## config.mk

```make
export PLATFORM = sky130hd
export DESIGN_NAME = rr_mux4_arbiter
export DESIGN_NICKNAME = d
export VERILOG_FILES = /design/src/rtl/rr_mux4_arbiter.sv
export SDC_FILE = /design/constraint.sdc
export NUM_CORES = 1
export LEC_CHECK = 0
export ABC_AREA = 1
export CAP_MARGIN = 20
export CORE_MARGIN = 4
export CORE_UTILIZATION = 45
export DETAILED_ROUTE_END_ITERATION = 10
export PLACE_DENSITY_LB_ADDON = 0.3
export SYNTH_ARGS = -nofsm -noshare
export SYNTH_HDL_FRONTEND = slang
export SYNTH_SLANG_ARGS = --single-unit
```

## constraint.sdc

```tcl
create_clock -name clk -period 3 [get_ports clk]
set_clock_uncertainty 0.2 [all_clocks]
set_input_delay 0.45 -clock clk [delete_from_list [all_inputs] [get_ports clk]]
set_output_delay 0.45 -clock clk [all_outputs]
set_load 0.005 [all_outputs]
```

## src/rtl/rr_mux4_arbiter.sv

```systemverilog
// rtl/rr_mux4_arbiter.sv - round-robin owner selection and burst sequencing for a shared 4:1 data mux.
module rr_mux4_arbiter #(
  parameter int DATA_W    = 8,
  parameter int MAX_BURST = 4
) (
  input  logic              clk,
  input  logic              rst,
  input  logic [3:0]        req,
  input  logic [DATA_W-1:0] din0,
  input  logic [DATA_W-1:0] din1,
  input  logic [DATA_W-1:0] din2,
  input  logic [DATA_W-1:0] din3,
  input  logic              out_ready,
  output logic [3:0]        grant,
  output logic [1:0]        select_line,
  output logic              out_valid,
  output logic [DATA_W-1:0] dout,
  output logic              busy
);

  typedef enum logic {
    S_IDLE  = 1'b0,
    S_GRANT = 1'b1
  } state_t;

  localparam logic [3:0] LAST_BEAT = 4'(MAX_BURST - 1);

  state_t     r_state;
  state_t     w_state_nxt;
  logic [3:0] r_grant;
  logic [3:0] w_grant_nxt;
  logic [1:0] r_sel;
  logic [1:0] w_sel_nxt;
  logic [1:0] r_ptr;
  logic [1:0] w_ptr_nxt;
  logic [3:0] r_beat_cnt;
  logic [3:0] w_beat_cnt_nxt;

  logic       w_found;
  logic [1:0] w_pick;
  logic       w_busy;
  logic       w_out_valid;
  logic       w_xfer;
  logic       w_last_beat;

  always_ff @(posedge clk) begin
    if (rst) begin
      r_state    <= S_IDLE;
      r_grant    <= 4'b0000;
      r_sel      <= 2'b00;
      r_ptr      <= 2'b00;
      r_beat_cnt <= 4'd0;
    end else begin
      r_state    <= w_state_nxt;
      r_grant    <= w_grant_nxt;
      r_sel      <= w_sel_nxt;
      r_ptr      <= w_ptr_nxt;
      r_beat_cnt <= w_beat_cnt_nxt;
    end
  end

  // First requester at or after the rotating pointer wins.
  always_comb begin
    logic [1:0] v_idx;
    w_found = 1'b0;
    w_pick  = r_ptr;
    for (int k = 0; k < 4; k++) begin
      v_idx = r_ptr + 2'(k);
      if (!w_found && req[v_idx]) begin
        w_found = 1'b1;
        w_pick  = v_idx;
      end
    end
  end

  assign w_busy      = (r_state == S_GRANT);
  assign w_out_valid = w_busy & req[r_sel];
  assign w_xfer      = w_out_valid & out_ready;
  assign w_last_beat = (r_beat_cnt == LAST_BEAT);

  always_comb begin
    w_state_nxt    = r_state;
    w_grant_nxt    = r_grant;
    w_sel_nxt      = r_sel;
    w_ptr_nxt      = r_ptr;
    w_beat_cnt_nxt = r_beat_cnt;
    case (r_state)
      S_IDLE: begin
        if (w_found) begin
          w_state_nxt    = S_GRANT;
          w_grant_nxt    = 4'b0001 << w_pick;
          w_sel_nxt      = w_pick;
          w_beat_cnt_nxt = 4'd0;
        end
      end
      S_GRANT: begin
        // Release on the final beat of a burst or when the owner withdraws.
        if ((w_xfer && w_last_beat) || !req[r_sel]) begin
          w_state_nxt    = S_IDLE;
          w_grant_nxt    = 4'b0000;
          w_ptr_nxt      = r_sel + 2'd1;
          w_beat_cnt_nxt = 4'd0;
        end else if (w_xfer) begin
          w_beat_cnt_nxt = r_beat_cnt + 4'd1;
        end
      end
      default: begin
        w_state_nxt = S_IDLE;
        w_grant_nxt = 4'b0000;
      end
    endcase
  end

  always_comb begin
    dout = '0;
    if (w_busy) begin
      case (r_sel)
        2'd0:    dout = din0;
        2'd1:    dout = din1;
        2'd2:    dout = din2;
        default: dout = din3;
      endcase
    end
  end

  assign grant       = r_grant;
  assign select_line = r_sel;
  assign out_valid   = w_out_valid;
  assign busy        = w_busy;

endmodule

```

; Word-level counts from Yosys, hierarchy flattened
; Cells that the tools add are included.
[totals]
out_inout_bits = 16
word_cells = 68
inputBits = 39
ff_bits = 13
[op_classes]
eq_ne = 6
magnitude_cmp = 5
add_sub_neg = 5
shifts = 1
n_reduce_logical = 14
muxes = 29
n_bitwise = 3
[op_table]
columns = cell, count
row1 = 8-bit one-hot mux with 3 select lines, 1
row2 = 4-bit two-way mux, 5
row3 = 4-bit one-hot mux with 2 select lines, 2
row4 = "2-bit by 3-bit < comparator with 1-bit output, second input constant", 5
row5 = 1-bit two-way mux, 11
row6 = 1-bit binary-select mux with 2-bit select, 5
row7 = 8-bit two-way mux, 1
row8 = 2-bit AND reduction, 4
row9 = 2-bit two-way mux, 3
row10 = "2-bit by 1-bit adder with 2-bit output, second input constant", 2
row11 = "2-bit adder, second input constant", 2
row12 = "4-bit by 1-bit adder with 4-bit output, second input constant", 1
row13 = "4-bit by 2-bit == test with 1-bit output, second input constant", 1
row14 = 1-bit logical AND, 4
row15 = 1-bit logical NOT, 4
row16 = "1-bit by 2-bit left shift with 4-bit output, first input constant", 1
row17 = "3-bit by 1-bit != test with 1-bit output, second input constant", 1
row18 = 1-bit bitwise AND, 2
row19 = "2-bit by 1-bit == test with 1-bit output, second input constant", 1
row20 = "2-bit == test, second input constant", 1
row21 = 2-bit logical NOT, 1
row22 = "2-bit by 1-bit != test with 1-bit output, second input constant", 1
row23 = "2-bit != test, second input constant", 1
row24 = 1-bit one-hot mux with 2 select lines, 1
row25 = 2 further kinds, 2

; Logic depth before layout (Yosys ltp)
[depth]
ltp_word = 15
ltp_mapped = 14
depth_no_buf = 13

; Worst setup path before layout
; No wires, ideal clock.
[synth_timing]
kind = register to output
from = register r_sel[0] (netlist: select_line[0])
to = output dout[0]
t_required_ps = 2350
arrival_time_ps = 1159
stages_incl_launch_ff = 6
path_slack_ps = 1191
n_path_buf = 1
cell_sequence = dfxtp_1 ha_1 clkbuf_1 inv_1 o21ai_0 a31oi_1
[synth_via]
elab_chain_len = 3
word_cells_on_any_way = 5
cone_classes = eq/ne: 2 / mux: 2 / reduce/logical: 1
[synth_rtl]
columns = element, line
row1 = start: declaration, 32  ; logic [1:0] r_sel;
row2 = start signal: assignment, 56  ; r_sel <= w_sel_nxt;
row3 = 2-bit == test (tied with other cells), 117  ; case (r_sel)
row4 = 8-bit one-hot mux with 3 select lines (*), 117
row5 = 8-bit two-way mux (*), 116  ; if (w_busy) begin
row6 = end: declaration, 17  ; output logic [DATA_W-1:0] dout,
; Mark *: on every way between the ends. The rest lies on a longest branch, timed or not.

; Worst setup path after layout
[layout_timing]
from = register r_sel[0] (netlist: select_line[0])
to = output dout[7]
; Same word-level chain as after synthesis.

==> flow_metrics.env <==
export IMPL_status="finished, final reports clean"
export IMPL_grt_pass1_wl_um=6740
export IMPL_cpMaxStageDelayCell="dfxtp_1"
export IMPL_ff2ff_setup_slack_ns=0.88
export IMPL_pwr_share_seq_pct=18.1
export IMPL_grt_max_degree=15
export IMPL_p_switching_uw=842
export IMPL_gp_congestion=0.830
export IMPL_comb_power_share_pct=74.7
export IMPL_crit_family="buffers and inverters"
export IMPL_crit_cells=5
export IMPL_die_height_um=62.2
export IMPL_area_delta_synth_final_pct=43.0
export IMPL_synth_most_common_cell="nand2_1"
export IMPL_cts_hold_buf=0
export IMPL_criticalPathCategory="reg -> out"
export IMPL_htreeDepth=1
export IMPL_min_from="grant[2]"
export IMPL_cts_resized_gates=0
export IMPL_grt_pass1_vias=1380
export IMPL_report_final_slew_viol_count=0
export IMPL_end_kind="primary output"
export IMPL_num_io_pins=55
export IMPL_drt_pass1_iter_count=4
export IMPL_finalSetupViolCount=0
export IMPL_p_int_uw=780
export IMPL_required_ns=2.35
export IMPL_ant_nets=0
export IMPL_clkPwrFrac_pct=7.2
export IMPL_dieArea_um2=3870
export IMPL_worstSetupStartpoint="select_line[0]"
export IMPL_syn_nets=274
export IMPL_p_sw_share_pct=51.9
export IMPL_synth_enable_flop_cells=0
export IMPL_synth_area_um2=1320
export IMPL_num_rows=19
export IMPL_yosys_top_cells_count="nand2_1 (86), nand3_1 (24), inv_1 (19)"
export IMPL_vias_per_cell=5.39
export IMPL_path_buf_inv=2
export IMPL_ys_top_cells_by_area="nand2_1 (24%), dfxtp_1 (20%), nand3_1 (9.1%), a21oi_1 (6.8%), inv_1 (5.4%)"
export IMPL_fin_crit_ns=2.73
export IMPL_tritoncts="yes"
export IMPL_drive_gt1_share_pct=8.90
export IMPL_slowest_delay_ns=0.47
export IMPL_clk_pin_slew_ns=0.09
export IMPL_cts_made_buffers=3
export IMPL_diodes=0
export IMPL_initial_core_util_pct=47.5
export IMPL_synth_avg_cell_area_um2=5.74
export IMPL_port_buffers=54
export IMPL_grt_ovfl_total=0
export IMPL_hold_ws_ns=0.270
export IMPL_cts_setup_buffers=0
export IMPL_fin_setup_tns_ns=0
export IMPL_drtIter0Drc=103
export IMPL_cts_root_buf="clkbuf_4"
export IMPL_finalHoldViolations=0
export IMPL_synth_seq_area_share_pct=19.7
export IMPL_max_freq_mhz=366
export IMPL_fin_nets=326
export IMPL_p_leak_uw=0.000870
export IMPL_synth_top_cell_area_share_pct=24.4
export IMPL_clock_sinks=13
export IMPL_n_fill_cell=260
export IMPL_synth_seq_cells=13
export IMPL_critPathMaxFanout=9
export IMPL_cap_violations=0
export IMPL_r2r_start="r_ptr[1]"
export IMPL_endpoint="dout[7]"
export IMPL_synth_cells=230
export IMPL_start_kind="register"
export IMPL_cts_buffer_depth=2
export IMPL_core_area_um2=2780
export IMPL_post_route_period_util_pct=91.1
export IMPL_synth_async_reset_ratio_pct=0
export IMPL_worst_slew_pin_slew_ns=0.353
export IMPL_grt_total_usage_pct=20.3
export IMPL_hold_path_class="reg -> reg"
export IMPL_dp_final_hpwl_um=3090
export IMPL_max_slew_margin_pct=76.3
export IMPL_r2r_end="r_beat_cnt[3]"
export IMPL_pwr_density_cell_nw_per_um2=859
export IMPL_wire_per_inst_um=12.8
export IMPL_yosys_area_top_type="nand2_1"
export IMPL_die_w_um=62.2
export IMPL_yosys_warnings=0
export IMPL_vias=1681
export IMPL_synth_ff_type="dfxtp_1"
export IMPL_wirelength_um=4000
export IMPL_rsz0062_at_grt="false"
export IMPL_whs_path_depth=2
export IMPL_worstPathCellList="ha_1, inv_1, o21ai_0, a31oi_1, clkdlybuf4s50_1"
export IMPL_crit_arrival_ns=2.08
export IMPL_antenna_found_initial=0
export IMPL_r2r_cells=12
export IMPL_remaining_drc_errors=0
export IMPL_yosys_cell_types_count=24
export IMPL_ir_drop_uv=669
export IMPL_clock_latency_ns=0.29
## final cells by class
class	count	area (um2)	area share, %
clock buffers	4	26.3	1.39
inverters	22	82.6	4.37
well taps	31	38.8	2.05
repair buffers	56	556	29.4
multi-input cells	186	926	49.0
flip-flops and latches	13	260	13.8
## how the worst min path moves through the flow
stage	to	slack, ns
final	grant[2]	0.27
after global routing	grant[2]	0.30
after CTS	grant[2]	0.27
after detailed placement	grant[2]	0.26
after global placement	grant[2]	0.26
after floorplan	grant[0]	0.26
## routing by layer
layer  track usage (%)  vias up  share of wire, %
met1              30.2      736                44
met5                 0        -                 0
li1                  -      849                 -
met2              29.3       92                43
met3              4.86        4                12
met4              4.07        0              0.72
## through the flow
step / utilization [%] / cell area, um2 / instances / power, uW / setup WS [ns]
floorplan: - / 1320 / 230 / 1100 / 1.19
global placement: 67.0 / 1860 / 308 / 1480 / 0.438
detailed placement: 67.0 / 1860 / 308 / 1500 / 0.440
CTS: 67.9 / 1890 / 312 / 1620 / 0.260
global route: 67.9 / 1890 / 312 / 1790 / 0.108
finish: 67.9 / 1890 / 312 / 1620 / 0.267
## registers in the layout, indices dropped and copies added (netlist names)
signal and flops:
r_beat_cnt 4, select_line 2, grant 4, r_ptr 2, busy 1
## power groups by stage
stage	Combinational, uW	Sequential (uW)	Clock [uW]
2_1_floorplan	818	285	0
4_1_cts	1210	294	117
6_report	1210	293	117
5_1_grt	1360	303	126
3_5_place_dp	1200	297	0
3_3_place_gp	1180	296	0
## cell families after synthesis
group	count (synthesis)	synth area share, %
simple gates	137	46.2
compound gates	42	17.8
buf+inv	31	10.2
flops	13	19.7
fa+ha+maj	5	4.73
xor+xnor	2	1.33
## tightest hold or removal path: cells and delay by family (launching register included)
family / cells / cell delay (ns)
AO/OA/AOI/OAI: 1 / 0.05
flip-flops: 1 / 0.32
AND/OR/NAND/NOR: 1 / 0.06
## placed cells by master (no fill, tap or decap), types with 2 or more instances in the layout
cell / instances
inv_1: 19
nor2_1: 9
inv_2: 3
xor2_1: 2
nand4_1: 2
a21oi_1: 18
dfxtp_1: 13
nand3_1: 24
o21ai_1: 2
nand2_2: 10
clkbuf_4: 3
o21ai_0: 12
nand2_4: 2
nor2_2: 2
nand2_1: 86
a31oi_1: 8
ha_1: 5
clkdlybuf4s50_1: 54
buf_4: 2
Power figures use the tool's default switching activity.
